--- config.mk ---
export PLATFORM = sky130hd
export DESIGN_NAME = man_demod
export DESIGN_NICKNAME = d
export VERILOG_FILES = /design/src/rtl/man_demod.sv
export SDC_FILE = /design/constraint.sdc
export NUM_CORES = 1
export LEC_CHECK = 0
export BUFFER_PORTS_ARGS = -buffer_cell sky130_fd_sc_hd__buf_2
export CORE_MARGIN = 4
export CORE_UTILIZATION = 55
export CTS_BUF_LIST = sky130_fd_sc_hd__clkbuf_8
export CTS_CLUSTER_SIZE = 24
export DETAILED_ROUTE_END_ITERATION = 8
export PLACE_DENSITY = 0.77
export SYNTH_ARGS = -nofsm -noshare
export SYNTH_HDL_FRONTEND = slang
export SYNTH_SLANG_ARGS = --single-unit
--- constraint.sdc ---
create_clock -name clk -period 2 [get_ports clk]
set_input_delay 0.1 -clock clk [delete_from_list [all_inputs] [get_ports clk]]
set_output_delay 0.1 -clock clk [all_outputs]
set_load 0.01 [all_outputs]
--- src/rtl/man_demod.sv ---
// Manchester line decoder: syncs in_data, locks on a start bit, emits bits/bytes.
// Ports: clk, rst_n (sync, low), in_enable, in_data -> out_bit/_valid, out_byte/_valid, out_err, out_busy.
module man_demod #(
  parameter int HALF_BIT = 4
) (
  input  logic       clk,
  input  logic       rst_n,
  input  logic       in_enable,
  input  logic       in_data,
  output logic       out_bit,
  output logic       out_bit_valid,
  output logic [7:0] out_byte,
  output logic       out_byte_valid,
  output logic       out_err,
  output logic       out_busy
);

  localparam int CW = $clog2(3*HALF_BIT+1);
  localparam logic [CW-1:0] WIN_LO = CW'(3*HALF_BIT/2);
  localparam logic [CW-1:0] WIN_HI = CW'(5*HALF_BIT/2);
  localparam logic [CW-1:0] TMO    = CW'(5*HALF_BIT/2+1);
  localparam logic [CW-1:0] SAT    = CW'(3*HALF_BIT);

  typedef enum logic {IDLE, LOCKED} state_t;

  state_t state, nxt_state;

  logic sync_a, sync_b, dly;
  logic tog_q, lvl_q;

  logic [CW-1:0] cnt, nxt_cnt;
  logic [2:0]    bcnt, nxt_bcnt;
  logic [7:0]    shift, nxt_shift;
  logic          nxt_bit, nxt_bit_valid;
  logic [7:0]    nxt_byte;
  logic          nxt_byte_valid, nxt_err;

  // sync_b vs dly marks a line change; tog_q/lvl_q register it
  // so the decoder sees a clean, aligned edge and level.
  always_ff @(posedge clk) begin
    if (!rst_n) begin
      sync_a <= 1'b0;
      sync_b <= 1'b0;
      dly    <= 1'b0;
      tog_q  <= 1'b0;
      lvl_q  <= 1'b0;
    end else begin
      sync_a <= in_data;
      sync_b <= sync_a;
      dly    <= sync_b;
      tog_q  <= sync_b ^ dly;
      lvl_q  <= sync_b;
    end
  end

  always_ff @(posedge clk) begin
    if (!rst_n) begin
      state          <= IDLE;
      cnt            <= '0;
      bcnt           <= '0;
      shift          <= '0;
      out_bit        <= 1'b0;
      out_bit_valid  <= 1'b0;
      out_byte       <= '0;
      out_byte_valid <= 1'b0;
      out_err        <= 1'b0;
    end else begin
      state          <= nxt_state;
      cnt            <= nxt_cnt;
      bcnt           <= nxt_bcnt;
      shift          <= nxt_shift;
      out_bit        <= nxt_bit;
      out_bit_valid  <= nxt_bit_valid;
      out_byte       <= nxt_byte;
      out_byte_valid <= nxt_byte_valid;
      out_err        <= nxt_err;
    end
  end

  always_comb begin
    nxt_state      = state;
    nxt_cnt        = cnt;
    nxt_bcnt       = bcnt;
    nxt_shift      = shift;
    nxt_bit        = out_bit;
    nxt_bit_valid  = 1'b0;
    nxt_byte       = out_byte;
    nxt_byte_valid = 1'b0;
    nxt_err        = 1'b0;
    if (!in_enable) begin
      nxt_state = IDLE;
      nxt_cnt   = '0;
      nxt_bcnt  = '0;
    end else begin
      unique case (state)
        IDLE: begin
          // first rising edge is the start bit's mid-bit
          if (tog_q && lvl_q) begin
            nxt_state = LOCKED;
            nxt_cnt   = '0;
            nxt_bcnt  = '0;
          end
        end
        LOCKED: begin
          if (tog_q && cnt >= WIN_LO && cnt <= WIN_HI) begin
            nxt_cnt       = '0;
            nxt_bit       = lvl_q;
            nxt_bit_valid = 1'b1;
            nxt_shift     = {shift[6:0], lvl_q};
            nxt_bcnt      = bcnt + 3'd1;
            if (bcnt == 3'd7) begin
              nxt_byte       = {shift[6:0], lvl_q};
              nxt_byte_valid = 1'b1;
            end
          end else if (cnt >= TMO) begin
            nxt_err   = 1'b1;
            nxt_state = IDLE;
            nxt_cnt   = '0;
            nxt_bcnt  = '0;
          end else if (cnt < SAT) begin
            nxt_cnt = cnt + 1'b1;
          end
        end
        default: nxt_state = IDLE;
      endcase
    end
  end

  assign out_busy = (state != IDLE);

endmodule

==> impl_metrics.env <==
export IMPL_place_congestion=0.689
export IMPL_r2r_start="cnt[0]"
export IMPL_worstPathArrival_ns=1.73
export IMPL_cp_cell_sequence="inv_1 -> ha_1 -> o21ai_2 -> a2bb2oi_2 -> nor2_4 -> mux2i_1"
export IMPL_drt_initial_drc_count=8
export IMPL_cts_resized=0
export IMPL_start_kind="flop"
export IMPL_fmax_mhz=633
export IMPL_clock_skew_ns=0.00386
export IMPL_syn_to_final_growth_pct=16.6
export IMPL_placed_area_mm2=0.00135
export IMPL_cp_required_ns=2.16
export IMPL_grt_pass1_wl_mm=3.60
export IMPL_io_buffers=16
export IMPL_hold_path_cell_count=2
export IMPL_cts_buffers=5
export IMPL_crit_type="flop to flop"
export IMPL_maxSlewViolCount=0
export IMPL_routedWlPerCell_um=12.1
export IMPL_cp_slowest_cell="dfxtp_1"
export IMPL_status="completed"
export IMPL_nets=146
export IMPL_power_density_mw_per_mm2=835
export IMPL_clk_latency_ns=0.27
export IMPL_cts_tree="yes"
export IMPL_post_cts_buffers=0
export IMPL_h_tree_depth=2
export IMPL_vias=845
export IMPL_yosysTopAreaCellShare_pct=47.8
export IMPL_synth_edff_count=0
export IMPL_max_stage_delay_ns=0.40
export IMPL_worst_setup_path_end_kind="flop"
export IMPL_grt_max_degree=23
export IMPL_synth_most_common_cell="dfxtp_1"
export IMPL_postSynthAreaPerCell_um2=10.6
export IMPL_ir_drop_uv=1100
export IMPL_drc=0
export IMPL_critPathLaunch="cnt[0]"
export IMPL_ys_ff_latch=30
export IMPL_layout_drive_gt1_share_pct=25.2
export IMPL_ys_warn_count=0
export IMPL_finalWirelength_mm=2.02
export IMPL_p_leak_uw=0.000593
export IMPL_setup_ws_ns=0.421
export IMPL_period_needed_ns=1.58
export IMPL_synth_nets=126
export IMPL_dr_pass1_iters=4
export IMPL_seq_area_frac_synth_pct=47.8
export IMPL_synth_area_mm2=0.00126
export IMPL_hold_path_class="primary input to flop"
export IMPL_dp_slack_ns=0.417
export IMPL_reg2reg_setup_slack_ns=0.42
export IMPL_cts_root_buf="clkbuf_8"
export IMPL_multi_input_area_um2=624
export IMPL_clockBufferDepth=2
export IMPL_start_util_pct=57.3
export IMPL_overflow=0
export IMPL_hpwl_mm=1.44
export IMPL_ant_nets=0
export IMPL_fin_crit_sh_pct=78.9
export IMPL_dieArea_mm2=0.00311
export IMPL_slew_headroom_pct=75.8
export IMPL_die_x_um=55.8
export IMPL_coreArea_mm2=0.00219
export IMPL_reg2reg_depth=6
export IMPL_ys_types=29
export IMPL_antenna_found_initial=0
export IMPL_synth_top_cell_by_area="dfxtp_1"
export IMPL_ios=17
export IMPL_synth_ff_type="dfxtp_1"
export IMPL_cp_max_fo=7
export IMPL_first_global_vias=867
export IMPL_rsz0062_at_grt="false"
export IMPL_vias_per_cell=5.06
export IMPL_setup_tns_final_ns=0
export IMPL_cts_hold_buffers=0
export IMPL_hold_end="sync_a"
export IMPL_netlist_instances=118
export IMPL_setup_viol=0
export IMPL_cts_clk_slew_worst_paths_ns=0.07
export IMPL_rr_endpoint="shift[3]"
export IMPL_synthArstFlopShare_pct=0
export IMPL_rows=17
export IMPL_numClockSinks=30
export IMPL_track_usage_pct=14.9
export IMPL_die_h_um=55.8
export IMPL_hold_viol_final=0
export IMPL_ys_top_cells_by_area="dfxtp_1, mux2i_1, nand2_1"
export IMPL_cap_violations=0
export IMPL_seq_area_um2=601
export IMPL_synth_common_cells="dfxtp_1, nand2_1, mux2i_1"
export IMPL_fin_area_mm2=0.00147
export IMPL_worstHoldStart="in_data"
export IMPL_tightest_slew_ns=0.362
export IMPL_n_antenna_cell=0
export IMPL_fillers=179
## layout by cell type (no fill, tap or decap), types with 2 or more instances in the layout
cell,netlist,final
and2_1,7,7
nand3_1,4,4
nor3_1,3,3
nor2_1,4,4
clkbuf_8,0,5
buf_2,1,16
xor2_1,2,2
clkinvlp_4,0,2
mux2i_1,18,18
nand2_1,25,25
dfxtp_1,30,30
ha_1,4,4
## final cells by class
cell class / count / share of cell area, %
Clock buffer: 5 / 4.70
Clock inverter: 3 / 3.07
Inverter: 1 / 0.256
Multi-Input combinational cell: 83 / 42.6
Sequential cell: 30 / 41.0
Tap cell: 28 / 2.39
Timing Repair Buffer: 17 / 5.98
## critical path: cells and delay by family (launching register included)
kind / cells / cell delay (ns)
fa+ha+maj: 1 / 0.20
simple gates: 1 / 0.14
compound gates: 2 / 0.51
mux: 1 / 0.14
flops: 1 / 0.40
buf+inv: 1 / 0.06
## sequential cells by signal, summed over array words and instances, names as in the netlist
| register | cells |
|---|---|
| bcnt | 3 |
| cnt | 4 |
| lvl_q | 1 |
| out_bit_valid | 1 |
| out_busy | 1 |
| out_byte | 8 |
| out_byte_valid | 1 |
| out_err | 1 |
| shift | 7 |
| sync_a | 1 |
| sync_b | 1 |
| tog_q | 1 |
## power by group
group	internal [uW]	switching [uW]
Clock	370	228
Sequential	601	3.17
Combinational	7.42	14.0
Total	978	245
## worst max path at each step
stage,endpoint,slack (ns),depth (start not counted)
floorplan,cnt[1],0.52,7
global placement,out_byte_valid,0.47,6
CTS,shift[3],0.41,6
detailed placement,shift[3],0.42,6
finish,shift[3],0.42,6
global route,cnt[0],0.33,5
## metal layers
metal | track usage, % | wire, um
met5 | 0 | 0
met4 | 9.72 | 53
met3 | 5.34 | 114
met2 | 23.3 | 948
met1 | 17.1 | 901
## stage by stage
step                total power [uW]  cells  util [%]  hold WS, ns
floorplan                        631    118         -        0.227
global placement                 638    159      61.7        0.305
detailed placement               639    159      61.7        0.311
CTS                             1240    167      66.9       0.0240
global route                    1280    167      66.9       0.0542
finish                          1220    167      66.9       0.0396
## logic make-up (layout without fill, tap and decap cells)
| group | count (synthesis) | in the layout | synth area share (%) |
|---|---|---|---|
| DFF | 30 | 30 | 47.8 |
| AOI/OAI and AO/OA | 8 | 8 | 7.47 |
| and+or+nand+nor | 51 | 51 | 22.5 |
| adders and majority gates | 4 | 4 | 3.98 |
| buffers and inverters | 5 | 26 | 2.49 |
| xor gates and xnor gates | 2 | 2 | 1.39 |
| muxes | 18 | 18 | 14.3 |
(Power assumes the default switching activity.)
